### src/rtl/arcade_input_pkg.sv
// Shared definitions for the arcade input stage.
//   - PS/2 set-2 scancodes recognised by the keyboard decoder
//   - bit positions of the MiSTer joystick word
//   - indices of the held-key latches and a scancode-to-latch decoder
//   - state type of the coin pulse generator
package arcade_input_pkg;

  // Scancodes (low byte of ps2_key)
  localparam logic [7:0] SC_UP    = 8'h75;
  localparam logic [7:0] SC_DOWN  = 8'h72;
  localparam logic [7:0] SC_LEFT  = 8'h6B;
  localparam logic [7:0] SC_RIGHT = 8'h74;
  localparam logic [7:0] SC_SPACE = 8'h29;
  localparam logic [7:0] SC_CTRL  = 8'h14;
  localparam logic [7:0] SC_F1    = 8'h05;
  localparam logic [7:0] SC_F2    = 8'h06;

  // Joystick word bit positions
  localparam int JOY_R      = 0;
  localparam int JOY_L      = 1;
  localparam int JOY_D      = 2;
  localparam int JOY_U      = 3;
  localparam int JOY_FIRE   = 4;
  localparam int JOY_START1 = 5;
  localparam int JOY_START2 = 6;

  // Held-key latch indices
  localparam int KEY_UP    = 0;
  localparam int KEY_DOWN  = 1;
  localparam int KEY_LEFT  = 2;
  localparam int KEY_RIGHT = 3;
  localparam int KEY_SPACE = 4;
  localparam int KEY_CTRL  = 5;
  localparam int KEY_F1    = 6;
  localparam int KEY_F2    = 7;
  localparam int NUM_KEYS  = 8;

  typedef enum logic [1:0] {IDLE, PULSE, GAP} coin_state_t;

  // One-hot selection of the latch a scancode controls. Cursor keys share
  // their codes with the numeric keypad, so the extended flag is ignored
  // for them; the remaining keys only match the non-extended code.
  function automatic logic [NUM_KEYS-1:0] key_match(input logic [7:0] code,
                                                    input logic       ext);
    logic [NUM_KEYS-1:0] m;
    m = '0;
    case (code)
      SC_UP:    m[KEY_UP]    = 1'b1;
      SC_DOWN:  m[KEY_DOWN]  = 1'b1;
      SC_LEFT:  m[KEY_LEFT]  = 1'b1;
      SC_RIGHT: m[KEY_RIGHT] = 1'b1;
      SC_SPACE: m[KEY_SPACE] = ~ext;
      SC_CTRL:  m[KEY_CTRL]  = ~ext;
      SC_F1:    m[KEY_F1]    = ~ext;
      SC_F2:    m[KEY_F2]    = ~ext;
      default:  m = '0;
    endcase
    return m;
  endfunction

endpackage

### src/rtl/arcade_input_ctrl_coin_pulser.sv
// Coin pulse generator.
// A rising edge of trig (checked against a registered copy) produces a coin
// pulse COIN_PULSE cycles long, starting one cycle after the edge, followed
// by COIN_GAP cycles of lockout. Edges seen while busy are dropped.
// Ports:
//   clk_sys  in   system clock
//   reset    in   synchronous, active-high
//   trig     in   level of the merged start request (s1|s2)
//   coin     out  registered coin pulse
module coin_pulser
  import arcade_input_pkg::*;
#(
  parameter int COIN_PULSE = 1200000,
  parameter int COIN_GAP   = 600000,
  parameter int CNT_W      = 21
) (
  input  logic clk_sys,
  input  logic reset,
  input  logic trig,
  output logic coin
);

  localparam logic [CNT_W-1:0] PULSE_LOAD = CNT_W'(COIN_PULSE - 1);
  localparam logic [CNT_W-1:0] GAP_LOAD   = (COIN_GAP > 0) ? CNT_W'(COIN_GAP - 1) : '0;

  coin_state_t      state;
  logic [CNT_W-1:0] cnt;
  logic             trig_prev;

  always_ff @(posedge clk_sys) begin
    if (reset) begin
      state     <= IDLE;
      cnt       <= '0;
      coin      <= 1'b0;
      trig_prev <= 1'b0;
    end else begin
      // History tracks trig in every state, so a start held through the
      // busy period still needs a fresh edge afterwards.
      trig_prev <= trig;
      case (state)
        IDLE: begin
          if (trig && !trig_prev) begin
            state <= PULSE;
            cnt   <= PULSE_LOAD;
            coin  <= 1'b1;
          end
        end
        PULSE: begin
          if (cnt == '0) begin
            coin <= 1'b0;
            if (COIN_GAP == 0) begin
              state <= IDLE;
            end else begin
              state <= GAP;
              cnt   <= GAP_LOAD;
            end
          end else begin
            cnt <= cnt - 1'b1;
          end
        end
        GAP: begin
          if (cnt == '0) begin
            state <= IDLE;
          end else begin
            cnt <= cnt - 1'b1;
          end
        end
        default: begin
          state <= IDLE;
          coin  <= 1'b0;
        end
      endcase
    end
  end

endmodule

### src/rtl/arcade_input_ctrl.sv
// Arcade input stage: PS/2 key decode into held latches, merge with both
// joysticks, orientation remap, and start-driven coin pulse generation.
// Ports:
//   clk_sys     in   system clock
//   reset       in   synchronous, active-high
//   ps2_key     in   [10] toggle, [9] pressed, [8] extended, [7:0] scancode
//   joystick_0  in   [0]R [1]L [2]D [3]U [4]fire [5]start1 [6]start2
//   joystick_1  in   same layout
//   rotate      in   1 = horizontal orientation
//   p1_csjudlr  out  {coin,start1,fire,up,down,left,right}
//   p2_csjudlr  out  {0,start2,fire,up,down,left,right}
module arcade_input_ctrl
  import arcade_input_pkg::*;
#(
  parameter int COIN_PULSE = 1200000,
  parameter int COIN_GAP   = 600000,
  parameter int CNT_W      = 21
) (
  input  logic        clk_sys,
  input  logic        reset,
  input  logic [10:0] ps2_key,
  input  logic [15:0] joystick_0,
  input  logic [15:0] joystick_1,
  input  logic        rotate,
  output logic [6:0]  p1_csjudlr,
  output logic [6:0]  p2_csjudlr
);

  logic                tog_q;
  logic                key_event;
  logic [NUM_KEYS-1:0] key_hit;
  logic                key_reg [NUM_KEYS];

  // Loading the live toggle during reset means a toggle level held through
  // reset is not mistaken for a new event afterwards.
  always_ff @(posedge clk_sys) begin
    tog_q <= ps2_key[10];
  end

  assign key_event = (tog_q != ps2_key[10]);
  assign key_hit   = key_match(ps2_key[7:0], ps2_key[8]);

  // Each key owns its own latch so releasing one fire key leaves the other intact.
  genvar gi;
  generate
    for (gi = 0; gi < NUM_KEYS; gi++) begin : g_key
      always_ff @(posedge clk_sys) begin
        if (reset) begin
          key_reg[gi] <= 1'b0;
        end else if (key_event && key_hit[gi]) begin
          key_reg[gi] <= ps2_key[9];
        end
      end
    end
  endgenerate

  logic [15:0] joy;
  logic        u, d, l, r, fire, s1, s2;
  logic        up, down, left, right;
  logic        coin;
  logic        unused_joy_bits;

  assign joy  = joystick_0 | joystick_1;
  assign u    = key_reg[KEY_UP]    | joy[JOY_U];
  assign d    = key_reg[KEY_DOWN]  | joy[JOY_D];
  assign l    = key_reg[KEY_LEFT]  | joy[JOY_L];
  assign r    = key_reg[KEY_RIGHT] | joy[JOY_R];
  assign fire = key_reg[KEY_SPACE] | key_reg[KEY_CTRL] | joy[JOY_FIRE];
  assign s1   = key_reg[KEY_F1]    | joy[JOY_START1];
  assign s2   = key_reg[KEY_F2]    | joy[JOY_START2];

  assign unused_joy_bits = ^joy[15:7];

  // Horizontal mode: the cabinet is turned a quarter clockwise, so the
  // player's left becomes the game's up, and so on around the compass.
  always_comb begin
    up    = u;
    down  = d;
    left  = l;
    right = r;
    if (rotate) begin
      up    = l;
      down  = r;
      left  = d;
      right = u;
    end
  end

  coin_pulser #(
    .COIN_PULSE (COIN_PULSE),
    .COIN_GAP   (COIN_GAP),
    .CNT_W      (CNT_W)
  ) u_coin (
    .clk_sys (clk_sys),
    .reset   (reset),
    .trig    (s1 | s2),
    .coin    (coin)
  );

  assign p1_csjudlr = {coin, s1, fire, up, down, left, right};
  assign p2_csjudlr = {1'b0, s2, fire, up, down, left, right};

endmodule

### config.mk
export PLATFORM = sky130hd
export DESIGN_NAME = arcade_input_ctrl
export DESIGN_NICKNAME = d
export VERILOG_FILES = /design/src/rtl/arcade_input_pkg.sv /design/src/rtl/arcade_input_ctrl_coin_pulser.sv /design/src/rtl/arcade_input_ctrl.sv
export SDC_FILE = /design/constraint.sdc
export NUM_CORES = 1
export LEC_CHECK = 0
export BUFFER_PORTS_ARGS = -buffer_cell sky130_fd_sc_hd__buf_4
export CAP_MARGIN = 20
export CORE_MARGIN = 1.5
export CORE_UTILIZATION = 45
export DETAILED_ROUTE_END_ITERATION = 8
export PLACE_DENSITY_LB_ADDON = 0.15
export SETUP_SLACK_MARGIN = 0.5
export SYNTH_ARGS = -nofsm -noshare
export SYNTH_HDL_FRONTEND = slang
export SYNTH_SLANG_ARGS = --single-unit
### constraint.sdc
create_clock -name clk_sys -period 3.1 [get_ports clk_sys]
set_input_delay 0.62 -clock clk_sys [delete_from_list [all_inputs] [get_ports clk_sys]]
set_output_delay 0.62 -clock clk_sys [all_outputs]
set_load 0.02 [all_outputs]
* Word level (Yosys, flattened, before mapping)
Memories as Yosys holds them, arrays and structs flattened. Index checks and enable logic that the tools add are counted. Widths: inputs -> output; s select.
Storage, ports and cells: flip-flop bits (word level) 26, memories 1, logic and storage cells 115, memory bits (writable) 8
Memories:
- key_reg | words 8, width 1, rd ports 8, clocked after Yosys merged registers in 0, wr ports 8, line arcade_input_ctrl.sv:32 | logic key_reg [NUM_KEYS];
Cells by class: $add $sub $neg 1, reduce and logical (&&, ||, !) cells 16, eq/ne operators 15, mux-type cells 57, bitwise gates (word level) 20
Operator list (count):
- $mux 21 | 3
- $pmux 21 s3 | 1
- $mux 1 | 48
- $eq 8x7->1 const B | 4
- $logic_not 21->1 | 1
- $sub 21x1->21 const B | 1
- $or 1x1->1 | 17
- $eq 8x3->1 const B | 2
- $logic_and 1x1->1 | 9
- $reduce_and 3->1 | 3
- $eq 8x5->1 const B | 1
- $eq 8x6->1 const B | 1
- $or 7x7->7 | 1
- $mux 2 | 3
- $ne 2x1->1 const B | 3
- $pmux 2 s3 | 1
- $pmux 1 s3 | 1
- $reduce_bool 3->1 | 1
- $eq 2x1->1 const B | 1
- $eq 2x2->1 const B | 1
- $logic_not 2->1 | 1
- $ne 2x2->1 const B | 1
- $not 1->1 | 2
- $logic_not 1->1 | 1
- $ne 1x1->1 | 1

* Longest topological paths before layout
depth in word-level cells 7, depth in mapped cells 9, depth with buffers taken out 7

* Modules after synthesis
A second synthesis with hierarchy kept.
Second synthesis, totals: cell total of the unflattened synthesis 277, area, all modules 2289.7 sq um
Modules (own cells, without submodules):
- coin_pulser | cells an instance 200, area each 1569.0 sq um, instances 1, sequential area each 500.5 sq um
- arcade_input_ctrl | cells an instance 77, area each 720.7 sq um, instances 1, sequential area each 260.2 sq um

* Worst setup path before layout
Ideal clock, no wire load.
path type input port to flip-flop, start input port joystick_1[5], end register u_coin.cnt[10], required time 2.981 ns, buffers on the path 1, setup slack 0.649 ns, arrival time 2.332 ns, stages on the path 6, cell sequence or4b_2 -> o21ai_1 -> a31o_2 -> clkbuf_1 -> a21oi_1 -> o221a_2
On the way: cells in the longest elaborated chain, start to end 6
Ends and longest elaborated chain:
- from (decl) | line arcade_input_ctrl.sv:23 | input logic [15:0] joystick_1,
- $or 7x7->7 | line arcade_input_ctrl.sv:63 | assign joy = joystick_0 | joystick_1;
- $or 1x1->1 | line arcade_input_ctrl.sv:69 | assign s1 = key_reg[KEY_F1] | joy[JOY_START1];
- $or 1x1->1 | line arcade_input_ctrl.sv:96 | .trig (s1 | s2),
- $logic_and 1x1->1 | line arcade_input_ctrl_coin_pulser.sv:42 | if (trig && !trig_prev) begin
- $ne 2x1->1 (no source line)
- $reduce_and 3->1 (no source line)
- to (signal assigned) | line arcade_input_ctrl_coin_pulser.sv:58 | cnt <= cnt - 1'b1;
- to (signal assigned) | line arcade_input_ctrl_coin_pulser.sv:65 | cnt <= cnt - 1'b1;
- to (decl) | line arcade_input_ctrl_coin_pulser.sv:27 | logic [CNT_W-1:0] cnt;
Every way passes these cells. A chain may end at the register's enable or synchronous reset.

* Worst setup path in the final report
start register u_coin.cnt[0], end register u_coin.cnt[18]
On the way: cells in the longest elaborated chain, start to end 3
Ends and longest elaborated chain:
- $sub 21x1->21 / $logic_not 21->1 (equally long branches)
- $mux 21 (tied with other cells) | line arcade_input_ctrl_coin_pulser.sv:62 | if (cnt == '0) begin
- $pmux 21 s3 / $reduce_and 3->1 (equally long branches)
Parallel ways exist; a longest one is shown, timed or not. The select of a mux whose other input is x is not followed.

==> qor.yml <==
die_area_um2: 5460
rsz_0062_raised_after_global_routing: "false"
cts_tree: "built"
postSynthRegisterBits: 34
final.fill_count: 466
crit_arrival_ns: 2.61
drv.max_cap_violation_count: 0
gp_congestion: 0.886
numPortBuffers: 40
clk_transition_reported_paths_ns: 0.07
critical_path.n_buffers_inverters: 1
ys_types: 57
ys_async_sr_fraction: 0
die_width_um: 73.9
outcome: "complete, no violations"
timing_hold_violations_final: 0
worstMarginPinSlew_ns: 0.707
path_class: "register to register"
layout_worst_path_cycle_share: 0.780
synth_top_flop_cell: "sky130_fd_sc_hd__dfxtp_1"
fin_util: 0.557
die_height_um: 73.9
grt_util_all_layers: 0.232
design.portCount: 60
placeableCoreArea_um2: 4790
num_antenna_cells: 0
power_frac_clock: 0.275
cts_htree_levels: 2
global_route_wire_length_before_repair_um: 9690
cpPeakStageDelay_ns: 0.53
footprint_of_the_multi_input_gates_um2: 1310
final_design_area_no_fill_um2: 2660
slew_headroom: 0.527
power.static_leakage_nw: 1.04
net-switching-power_w: 0.000419
setup-tns-final_ns: 0
power.density_cell_area_nw_per_um2: 467
post-route-min-period_ns: 2.42
final_layout_size_suffix_gt1_frac: 0.221
worst_setup_path_start_kind: "register"
route.final.wire_length_um: 5730
worst_setup_end_kind: "register"
vdd.ir_drop.worst_v: 0.000264
design.final.nets: 362
clk-insertion-delay-late_ns: 0.29
avgSynthCellArea_um2: 7.99
combinational_share_of_power: 0.298
met3WireLength_um: 385
met2WireLength_um: 2560
cp_data_required_time_ns: 3.29
drt_pass1_iterations: 5
initial_core_util: 0.472
detailed_place_hpwl_um: 4160
via_per_inst: 5.84
final.setup_skew_ns: 0.00516
first_global_vias: 2068
cts.root.buffer_cell: "sky130_fd_sc_hd__clkbuf_8"
placementRows: 25
grt.overflow.total: 0
cp_top_family: "simple AND/OR/NAND/NOR gates"
hold_class: "input pin to register"
syn_inst: 283
clockBufferDepth: 2
synth_enable_flop_cells: 8
numCtsBuffers: 5
final-max-slew-violation-count: 0
drt-initial-drc-count: 294
antenna_found_initial: 0
sequential_cell_area_um2: 761
area_delta_synth_final_pct: 17.8
standard_cell_area_after_detailed_placement_um2: 2540
cts_hold_buffers: 0
fmax_mhz: 413
clock_sinks: 34
drt-wirelength-per-cell_um: 15.1
intPower_w: 0.000824
synth.net_count: 334
switching_share: 0.337
synth_sequential_area_ratio: 0.336
ant_nets: 0
highest-signal-layer: "met4"
timing.final.setup_violations: 0
dr_total_vias: 2214
met1Wirelength_um: 2700
cp_max_fo: 7
number_of_flip_flops_in_the_largest_register: 21
synth_warn: 0
post_synth_instance_area_um2: 2260
critPathSlowestCell: "sky130_fd_sc_hd__or4b_4"
seq_power_share: 0.427
cp_cell_sequence: "inv_1, ha_1, or4b_4, or2_2, a2111oi_1, a21oi_1, a311oi_1"
maximum_number_of_pins_on_one_net_before_global_route_repair: 19
post-route-drc-count: 0
-- cell usage after synthesis, types with 2 or more instances --
master / instances / area (um2)
sky130_fd_sc_hd__o221ai_1: 2 / 17.5
sky130_fd_sc_hd__nor2_1: 29 / 109
sky130_fd_sc_hd__a41oi_1: 2 / 17.5
sky130_fd_sc_hd__nor2b_1: 2 / 12.5
sky130_fd_sc_hd__inv_1: 9 / 33.8
sky130_fd_sc_hd__o211ai_1: 2 / 15.0
sky130_fd_sc_hd__o221a_2: 4 / 45.0
sky130_fd_sc_hd__nand4_1: 2 / 12.5
sky130_fd_sc_hd__a21o_1: 3 / 22.5
sky130_fd_sc_hd__o21ai_1: 2 / 10.0
sky130_fd_sc_hd__nand2_1: 18 / 67.6
sky130_fd_sc_hd__dfxtp_1: 26 / 521
sky130_fd_sc_hd__or3_1: 9 / 56.3
sky130_fd_sc_hd__o21a_1: 3 / 22.5
sky130_fd_sc_hd__nand2b_1: 2 / 12.5
sky130_fd_sc_hd__ha_1: 5 / 62.6
sky130_fd_sc_hd__o21ai_0: 18 / 90.1
sky130_fd_sc_hd__nor3_1: 24 / 120
sky130_fd_sc_hd__o41ai_1: 2 / 17.5
sky130_fd_sc_hd__and3_1: 3 / 18.8
sky130_fd_sc_hd__buf_4: 14 / 105
sky130_fd_sc_hd__or4_1: 6 / 45.0
sky130_fd_sc_hd__clkbuf_1: 12 / 45.0
sky130_fd_sc_hd__or2_2: 2 / 12.5
sky130_fd_sc_hd__nand3_1: 5 / 25.0
sky130_fd_sc_hd__a311oi_1: 3 / 26.3
sky130_fd_sc_hd__nor4_1: 5 / 31.3
sky130_fd_sc_hd__a31oi_1: 5 / 31.3
sky130_fd_sc_hd__mux2i_1: 4 / 40.0
sky130_fd_sc_hd__a21oi_1: 23 / 115
sky130_fd_sc_hd__o22ai_1: 2 / 12.5
sky130_fd_sc_hd__edfxtp_1: 8 / 240
sky130_fd_sc_hd__a211oi_1: 3 / 22.5
-- per-layer routing --
metal,track usage,vias to the layer above
met3,0.0412,11
met1,0.329,1010
met5,0,-
met4,0.0967,0
li1,-,1111
met2,0.344,82
-- power groups by stage --
stage	registers [W]	clock network, W	logic [W]
floorplan	0.000528	0	0.000257
global placement	0.000538	0	0.000353
detailed placement	0.000539	0	0.000355
CTS	0.000529	0.000350	0.000363
global route	0.000537	0.000374	0.000411
finish	0.000531	0.000341	0.000371
-- path summary, 6_finish.rpt --
check,depth (start not counted),slack [ns],start,end
min,1,0.45,ps2_key[10],tog_q$_DFF_P_
max,7,0.68,u_coin.cnt[0]$_SDFFE_PP0P_,u_coin.cnt[18]$_SDFFE_PP0P_
min reg2reg,2,0.49,u_coin.cnt[20]$_SDFFE_PP0P_,u_coin.cnt[20]$_SDFFE_PP0P_
max reg2reg,7,0.68,u_coin.cnt[0]$_SDFFE_PP0P_,u_coin.cnt[18]$_SDFFE_PP0P_
-- layout make-up --
type	instances	area share
clock inverter	1	0.00188
timing repair buffer	49	0.143
tap	67	0.0315
inverter	9	0.0127
clock buffer	7	0.0324
multi-input combinational	212	0.493
sequential	34	0.286
-- cells in the final DEF (no fill, tap or decap), drive strengths merged, types with 3 or more instances in the layout --
master  instances
a211oi          3
a21o            3
a21oi          23
a311oi          3
a31oi           5
and3            3
buf            49
clkbuf          7
dfxtp          26
edfxtp          8
ha              5
inv             9
mux2i           4
nand2          18
nand3           5
nor2           29
nor3           24
nor4            5
o21a            3
o21ai          20
o221a           4
or3            10
or4             6
-- through the flow --
step | std cells | worst slack, ns | hold WS (ns) | power, W
6_report | 379 | 0.681 | 0.451 | 0.00124
5_1_grt | 379 | 0.517 | 0.442 | 0.00132
4_1_cts | 379 | 0.600 | 0.446 | 0.00124
3_5_place_dp | 370 | 0.412 | 0.479 | 0.000894
3_3_place_gp | 370 | 0.457 | 0.479 | 0.000890
2_1_floorplan | 283 | 0.649 | 0.457 | 0.000786
-- logic make-up after synthesis --
kind of cell	count (synthesis)	synth area share
mux	4	0.0177
other cells	1	0.00166
simple gates	117	0.271
xor+xnor	1	0.00387
fa+ha+maj	5	0.0277
buf+inv	37	0.0885
compound gates	84	0.253
flops	34	0.336
-- what timing repair did --
action,in CTS,in global routing
buffers inserted,1,0
gates resized for setup,1,3
pin swaps,1,0
setup endpoints to repair,10,7
Note: power is estimated with default switching activity, not from simulation.
